`src/rtl/imm_encoder_if.sv`:
```
// rtl/imm_encoder_if.sv - stream interface for the immediate encoder
interface imm_encoder_if #(
    parameter int ERR_CNT_W = 8
);
    logic                 in_valid;
    logic                 in_ready;
    logic [31:0]          in_instr;
    logic [31:0]          in_imm;
    logic [2:0]           in_sel;
    logic                 out_valid;
    logic                 out_ready;
    logic [31:0]          out_instr;
    logic                 out_err;
    logic [ERR_CNT_W-1:0] err_count;

    modport master (
        output in_valid, in_instr, in_imm, in_sel, out_ready,
        input  in_ready, out_valid, out_instr, out_err, err_count
    );

    modport slave (
        input  in_valid, in_instr, in_imm, in_sel, out_ready,
        output in_ready, out_valid, out_instr, out_err, err_count
    );
endinterface

```
`src/rtl/imm_encoder.sv`:
```
// rtl/imm_encoder.sv - packs an immediate into RV32 I/S/B/U/J fields, registered output with 1-entry skid
module imm_encoder #(
    parameter int ERR_CNT_W   = 8,
    parameter bit ZERO_ON_ERR = 1'b1
) (
    input  logic          clk,
    input  logic          rst,
    imm_encoder_if.slave  bus
);
    localparam logic [2:0] SEL_I = 3'b000;
    localparam logic [2:0] SEL_S = 3'b001;
    localparam logic [2:0] SEL_B = 3'b010;
    localparam logic [2:0] SEL_U = 3'b011;
    localparam logic [2:0] SEL_J = 3'b100;

    logic [31:0]          imm;
    logic [31:0]          imm_f;
    logic [31:0]          enc_instr;
    logic                 enc_err;

    logic                 out_valid_r;
    logic [31:0]          out_instr_r;
    logic                 out_err_r;
    logic                 skid_valid;
    logic [31:0]          skid_instr;
    logic                 skid_err;
    logic [ERR_CNT_W-1:0] err_cnt;

    logic                 accept;
    logic                 out_free;

    assign imm = bus.in_imm;

    always_comb begin
        enc_err   = 1'b0;
        imm_f     = imm;
        enc_instr = bus.in_instr;
        case (bus.in_sel)
            SEL_I, SEL_S: enc_err = (imm[31:11] != {21{imm[11]}});
            SEL_B:        enc_err = (imm[31:12] != {20{imm[12]}}) || imm[0];
            SEL_U:        enc_err = (imm[11:0] != 12'd0);
            SEL_J:        enc_err = (imm[31:20] != {12{imm[20]}}) || imm[0];
            default:      enc_err = 1'b1;
        endcase

        if (enc_err && ZERO_ON_ERR)
            imm_f = 32'd0;

        // Illegal selects fall through to the default and leave the template untouched.
        case (bus.in_sel)
            SEL_I: enc_instr = {imm_f[11:0], bus.in_instr[19:0]};
            SEL_S: enc_instr = {imm_f[11:5], bus.in_instr[24:12], imm_f[4:0], bus.in_instr[6:0]};
            SEL_B: enc_instr = {imm_f[12], imm_f[10:5], bus.in_instr[24:12],
                                imm_f[4:1], imm_f[11], bus.in_instr[6:0]};
            SEL_U: enc_instr = {imm_f[31:12], bus.in_instr[11:0]};
            SEL_J: enc_instr = {imm_f[20], imm_f[10:1], imm_f[11], imm_f[19:12], bus.in_instr[11:0]};
            default: enc_instr = bus.in_instr;
        endcase
    end

    assign accept   = bus.in_valid && !skid_valid;
    assign out_free = !out_valid_r || bus.out_ready;

    // The skid only fills while the output is stalled, so it is always empty when accept is possible
    // on a cycle where the output register is free.
    always_ff @(posedge clk) begin
        if (rst) begin
            out_valid_r <= 1'b0;
            out_instr_r <= 32'd0;
            out_err_r   <= 1'b0;
            skid_valid  <= 1'b0;
            skid_instr  <= 32'd0;
            skid_err    <= 1'b0;
            err_cnt     <= '0;
        end else begin
            if (out_free) begin
                if (skid_valid) begin
                    out_valid_r <= 1'b1;
                    out_instr_r <= skid_instr;
                    out_err_r   <= skid_err;
                    skid_valid  <= 1'b0;
                end else if (accept) begin
                    out_valid_r <= 1'b1;
                    out_instr_r <= enc_instr;
                    out_err_r   <= enc_err;
                end else begin
                    out_valid_r <= 1'b0;
                end
            end else if (accept) begin
                skid_valid <= 1'b1;
                skid_instr <= enc_instr;
                skid_err   <= enc_err;
            end

            if (accept && enc_err && (err_cnt != {ERR_CNT_W{1'b1}}))
                err_cnt <= err_cnt + {{(ERR_CNT_W-1){1'b0}}, 1'b1};
        end
    end

    assign bus.in_ready  = !skid_valid;
    assign bus.out_valid = out_valid_r;
    assign bus.out_instr = out_instr_r;
    assign bus.out_err   = out_err_r;
    assign bus.err_count = err_cnt;
endmodule

```
`src/flat_wrapper.sv`:
```
// flat-port wrapper written by rule: the top's interface ports become plain ports
module imm_encoder_flat 
#(
    parameter int ERR_CNT_W   = 8,
    parameter bit ZERO_ON_ERR = 1'b1
)
  (clk, rst, bus_in_valid, bus_in_instr, bus_in_imm, bus_in_sel, bus_out_ready, bus_in_ready, bus_out_valid, bus_out_instr, bus_out_err, bus_err_count);
  imm_encoder_if #(.ERR_CNT_W(ERR_CNT_W)) bus_i ();
  input  logic clk;
  input  logic rst;
  input wire logic [$bits(bus_i.in_valid)-1:0] bus_in_valid;
  input wire logic [$bits(bus_i.in_instr)-1:0] bus_in_instr;
  input wire logic [$bits(bus_i.in_imm)-1:0] bus_in_imm;
  input wire logic [$bits(bus_i.in_sel)-1:0] bus_in_sel;
  input wire logic [$bits(bus_i.out_ready)-1:0] bus_out_ready;
  output wire logic [$bits(bus_i.in_ready)-1:0] bus_in_ready;
  output wire logic [$bits(bus_i.out_valid)-1:0] bus_out_valid;
  output wire logic [$bits(bus_i.out_instr)-1:0] bus_out_instr;
  output wire logic [$bits(bus_i.out_err)-1:0] bus_out_err;
  output wire logic [$bits(bus_i.err_count)-1:0] bus_err_count;
  assign bus_i.in_valid = bus_in_valid;
  assign bus_i.in_instr = bus_in_instr;
  assign bus_i.in_imm = bus_in_imm;
  assign bus_i.in_sel = bus_in_sel;
  assign bus_i.out_ready = bus_out_ready;
  assign bus_in_ready = bus_i.in_ready;
  assign bus_out_valid = bus_i.out_valid;
  assign bus_out_instr = bus_i.out_instr;
  assign bus_out_err = bus_i.out_err;
  assign bus_err_count = bus_i.err_count;
  imm_encoder #(.ERR_CNT_W(ERR_CNT_W), .ZERO_ON_ERR(ZERO_ON_ERR)) u_core (.clk(clk), .rst(rst), .bus(bus_i));
endmodule
```
`config.mk`:
```
export PLATFORM = sky130hd
export DESIGN_NAME = imm_encoder_flat
export DESIGN_NICKNAME = d
export VERILOG_FILES = /design/src/rtl/imm_encoder_if.sv /design/src/rtl/imm_encoder.sv /design/src/flat_wrapper.sv
export SDC_FILE = /design/constraint.sdc
export NUM_CORES = 1
export LEC_CHECK = 0
export BUFFER_PORTS_ARGS = -buffer_cell sky130_fd_sc_hd__buf_4
export CORE_UTILIZATION = 53
export DETAILED_ROUTE_END_ITERATION = 8
export GPL_ROUTABILITY_DRIVEN = 1
export PLACE_DENSITY = 0.86
export SETUP_SLACK_MARGIN = 0.3
export SLEW_MARGIN = 10
export SYNTH_ARGS = -nofsm -noshare
export SYNTH_HDL_FRONTEND = slang
export SYNTH_SLANG_ARGS = --single-unit
```
`constraint.sdc`:
```
create_clock -name clk -period 3 [get_ports clk]
set_clock_uncertainty 0.15 [all_clocks]
set_input_delay 0.6 -clock clk [delete_from_list [all_inputs] [get_ports clk]]
set_output_delay 0.6 -clock clk [all_outputs]
set_load 0.005 [all_outputs]
```
==> impl_results.html <==
<table>
<tr><th>Metric</th><th>Value</th></tr>
<tr><th colspan="2">Synth</th></tr>
<tr><td>Library cell with the highest instance count after synthesis</td><td>dfxtp_1</td></tr>
<tr><td>Area contributors post-synth</td><td>dfxtp_1, nand2_1, a311oi_1</td></tr>
<tr><td>Dominant cell type by area after synthesis</td><td>dfxtp_1</td></tr>
<tr><td>Synthesized area</td><td>0.00430 mm²</td></tr>
<tr><td>Mapped Nets</td><td>between 600 and 700</td></tr>
<tr><td>Yosys synthesis warning count</td><td>0</td></tr>
<tr><td>Flops &amp; latches, synth</td><td>76</td></tr>
<tr><td>Proportion of netlist area held by the largest area contributor</td><td>between 30% and 40%</td></tr>
<tr><td>Sequential fraction of the synthesis area</td><td>35.3%</td></tr>
<tr><td>Flip-flop cell with the highest count after synthesis</td><td>dfxtp_1</td></tr>
<tr><td>Synth top cells by count</td><td>dfxtp_1, nand2_1, nor2_1</td></tr>
<tr><td>Synthesized instance count</td><td>553</td></tr>
<tr><td>Async set-or-reset flop fraction in the synthesized netlist</td><td>0%</td></tr>
<tr><td>Synthesized area per cell</td><td>7.78 µm²</td></tr>
<tr><td>EDFF count, synth</td><td>0</td></tr>
<tr><td>Number of distinct library cells after synthesis</td><td>55</td></tr>
<tr><th colspan="2">Global route</th></tr>
<tr><td>Global-route wire length before repair</td><td>21.5 mm</td></tr>
<tr><td>Global-route track usage on met1</td><td>around 39%</td></tr>
<tr><td>Most used routing layer</td><td>met2</td></tr>
<tr><td>Met2 Usage GRT</td><td>54.4%</td></tr>
<tr><td>Aggregate global routing overflow</td><td>0</td></tr>
<tr><td>Met3 usage</td><td>5.89%</td></tr>
<tr><td>Maximum number of pins on one net before global-route repair</td><td>80</td></tr>
<tr><td>All-Layer GR Usage</td><td>a little under a third</td></tr>
<tr><td>Via count of the first global-routing pass</td><td>4557</td></tr>
<tr><td>Antenna violations before repair</td><td>0</td></tr>
<tr><th colspan="2">Die</th></tr>
<tr><td>Die Footprint</td><td>0.00849 mm²</td></tr>
<tr><td>Initial Utilization</td><td>around 55%</td></tr>
<tr><td>Number of cell rows</td><td>32</td></tr>
<tr><td>I/O pin cnt</td><td>114</td></tr>
<tr><td>Height of the chip</td><td>92.1 µm</td></tr>
<tr><td>Horiz. Die Dim</td><td>92.1 µm</td></tr>
<tr><td>Placeable core region</td><td>0.00781 mm²</td></tr>
<tr><th colspan="2">Worst setup path</th></tr>
<tr><td>Arr. time, crit path</td><td>1.87 ns</td></tr>
<tr><td>Type of the worst setup path</td><td>register to output port</td></tr>
<tr><td>Highest net fanout along the worst path</td><td>12</td></tr>
<tr><td>CP Capture Type</td><td>output port</td></tr>
<tr><td>Required time of the worst setup path</td><td>2.25 ns</td></tr>
<tr><td>Startpoint kind of the worst setup timing path</td><td>register</td></tr>
<tr><th colspan="2">Clock network</th></tr>
<tr><td>Later-pin clock latency in the skew report</td><td>between 0.3 and 0.4 ns</td></tr>
<tr><td>Clk pin slew, worst setup/hold paths</td><td>0.09 ns</td></tr>
<tr><td>Number of H-tree levels</td><td>3</td></tr>
<tr><td>Number of buffers created by CTS</td><td>9</td></tr>
<tr><td>Clock tree root buffer cell</td><td>clkbuf_8</td></tr>
<tr><td>Maximum root-to-sink buffer count</td><td>2</td></tr>
<tr><td>Number of buffers added for setup after CTS</td><td>0</td></tr>
<tr><td>Number of clock sinks</td><td>76</td></tr>
<tr><td>CTS tree</td><td>done</td></tr>
<tr><th colspan="2">STA</th></tr>
<tr><td>Relative slew margins</td><td>32.9%</td></tr>
<tr><td>Slew at the pin closest to its max-slew limit</td><td>between 1 and 1.5 ns</td></tr>
<tr><td>Final slew viol count</td><td>0</td></tr>
<tr><td>Setup repair after global routing missed its margin</td><td>no</td></tr>
<tr><td>Final count of hold timing violations</td><td>0</td></tr>
<tr><td>Count of final setup violators</td><td>0</td></tr>
<tr><td>Share of the cycle needed by the critical path after routing</td><td>87.2%</td></tr>
<tr><td>Fmax</td><td>382 MHz</td></tr>
<tr><td>Final critical path time including I/O delays and setup</td><td>2.62 ns</td></tr>
<tr><td>Worst Hold Slack</td><td>0.314 ns</td></tr>
<tr><td>Aggregate negative setup slack</td><td>0 ns</td></tr>
<tr><th colspan="2">Cells and area</th></tr>
<tr><td>Number of nets in the layout</td><td>just over 700</td></tr>
<tr><td>Final core area utilization</td><td>between 60 and 70%</td></tr>
<tr><td>Synthesis-to-finish area growth</td><td>26.7%</td></tr>
<tr><td>Area of all sequential standard cells</td><td>0.00152 mm²</td></tr>
<tr><td>Multi-input gate area</td><td>around 0.0026 mm²</td></tr>
<tr><td>Layout cells sized above 1</td><td>24.6%</td></tr>
<tr><td>Antenna Cells</td><td>0</td></tr>
<tr><td>Final-layout fill cell count</td><td>626</td></tr>
<tr><th colspan="2">Place</th></tr>
<tr><td>RePlAce Congestion</td><td>0.912</td></tr>
<tr><td>DP Wirelength</td><td>9.52 mm</td></tr>
<tr><td>Number of buffers inserted by port buffering</td><td>approximately 110</td></tr>
<tr><th colspan="2">Route</th></tr>
<tr><td>Iteration-0 DRC Markers</td><td>434</td></tr>
<tr><td>Wire per inst</td><td>17.4 µm</td></tr>
<tr><td>Number of remaining DRC errors</td><td>0</td></tr>
<tr><td>Final Routed Wirelength</td><td>13.1 mm</td></tr>
<tr><td>Number of iterations in the first detailed-routing pass</td><td>5</td></tr>
<tr><td>Average vias per placed instance</td><td>6.26</td></tr>
<tr><td>Vias post-DR</td><td>~4700</td></tr>
<tr><td>Antenna Nets Post-Route</td><td>0</td></tr>
<tr><th colspan="2">Power</th></tr>
<tr><td>Peak VDD IR</td><td>0.000216 V</td></tr>
<tr><td>Power density relative to cell area</td><td>~460 mW/mm²</td></tr>
<tr><td>Leakage dissipation</td><td>2.11 nW</td></tr>
<tr><td>Sum of internal, switching and leakage power</td><td>2.49 mW</td></tr>
<tr><th colspan="2">Run status</th></tr>
<tr><td>Run status</td><td>completed</td></tr>
<tr><th colspan="2">Job</th></tr>
<tr><td>Max-cap violations</td><td>0</td></tr>
<tr><th colspan="2">Min path</th></tr>
<tr><td>Path category of the worst min-delay check</td><td>register to register</td></tr>
</table>
[worst paths after layout]
check                  startpoint               endpoint  slack [ns]  depth (start not counted)
min          u_core.skid_instr[0]   u_core.skid_instr[0]        0.31                          2
max reg2reg     u_core.skid_valid  u_core.skid_instr[25]        0.48                          5
max             u_core.skid_valid           bus_in_ready        0.38                          3
min reg2reg  u_core.skid_instr[0]   u_core.skid_instr[0]        0.31                          2
[logic make-up (layout without fill, tap and decap cells)]
| kind of cell | after synthesis | after routing | synth area share [%] |
|---|---|---|---|
| muxes | 15 | 15 | 3.69 |
| AOI/OAI and AO/OA | 160 | 160 | 26.3 |
| and+or+nand+nor | 251 | 251 | 29.5 |
| buffers and inverters | 49 | 146 | 4.68 |
| DFF | 76 | 76 | 35.3 |
| xor gates and xnor gates | 1 | 1 | 0.204 |
| adders and majority gates | 1 | 1 | 0.291 |
[routing by layer]
metal	wire [µm]	part of all wire (%)	up-vias
met5	0	0	-
met4	364	2.8	0
met3	786	6.0	27
met2	6520	50	203
met1	5450	42	2232
li1	-	-	2247
[report_power, final]
part	internal (mW)	switching (mW)	total (mW)	leakage, nW
combinational	0.219	0.263	0.482	1.38
clock	0.483	0.427	0.911	0.113
sequential	1.06	0.0353	1.10	0.622
total	1.77	0.726	2.49	2.11
[cells in the final DEF, fill, tap and decap left out, types with 5 or more instances in the layout]
| master | n |
|---|---|
| nand3_1 | 16 |
| a311oi_1 | 28 |
| a21oi_1 | 36 |
| o21bai_1 | 13 |
| or4_1 | 6 |
| a211oi_1 | 13 |
| nand2b_1 | 9 |
| buf_4 | 125 |
| clkbuf_8 | 9 |
| a41oi_1 | 9 |
| nand4_1 | 24 |
| nor3_1 | 18 |
| nand3b_1 | 5 |
| nor4_1 | 6 |
| o21ai_0 | 30 |
| and3_1 | 8 |
| a31oi_1 | 6 |
| nor2b_1 | 20 |
| nor2_1 | 53 |
| mux2_2 | 7 |
| mux2i_1 | 8 |
| dfxtp_1 | 76 |
| nand2_1 | 71 |
[worst max-delay path, cell delays in order (launching register included)]
cell and delay [ns]:
dfxtp_1 0.70, inv_1 0.38, buf_4 0.28, buf_4 0.14
[sequential cells by signal, summed over array words and instances (netlist names)]
signal,count
u_core.bus.out_instr,32
u_core.skid_instr,32
u_core.bus.err_count,8
u_core.bus.out_err,1
u_core.bus.out_valid,1
u_core.skid_err,1
u_core.skid_valid,1
[timing repair]
item | CTS | global route
endpoints found under the setup margin | 1 | 0
gates resized for setup | 1 | 0
hold buffers | 0 | 0
[per-stage QoR]
step / setup slack, ns / area, µm² / instances
final: 0.383 / 5450 / 752
after global routing: 0.311 / 5450 / 752
after CTS: 0.418 / 5450 / 752
after detailed placement: 0.150 / 5220 / 736
after global placement: 0.204 / 5220 / 736
after floorplan: 0.403 / 4300 / 553
[cell type report]
class / count / share of cell area, %
Tap cell: 102 / 2.34
Sequential cell: 76 / 27.9
Clock inverter: 7 / 1.93
Inverter: 3 / 0.206
Multi-Input combinational cell: 428 / 47.4
Clock buffer: 9 / 2.27
Timing Repair Buffer: 127 / 17.9
No activity file was read; power rests on OpenSTA's default activity.
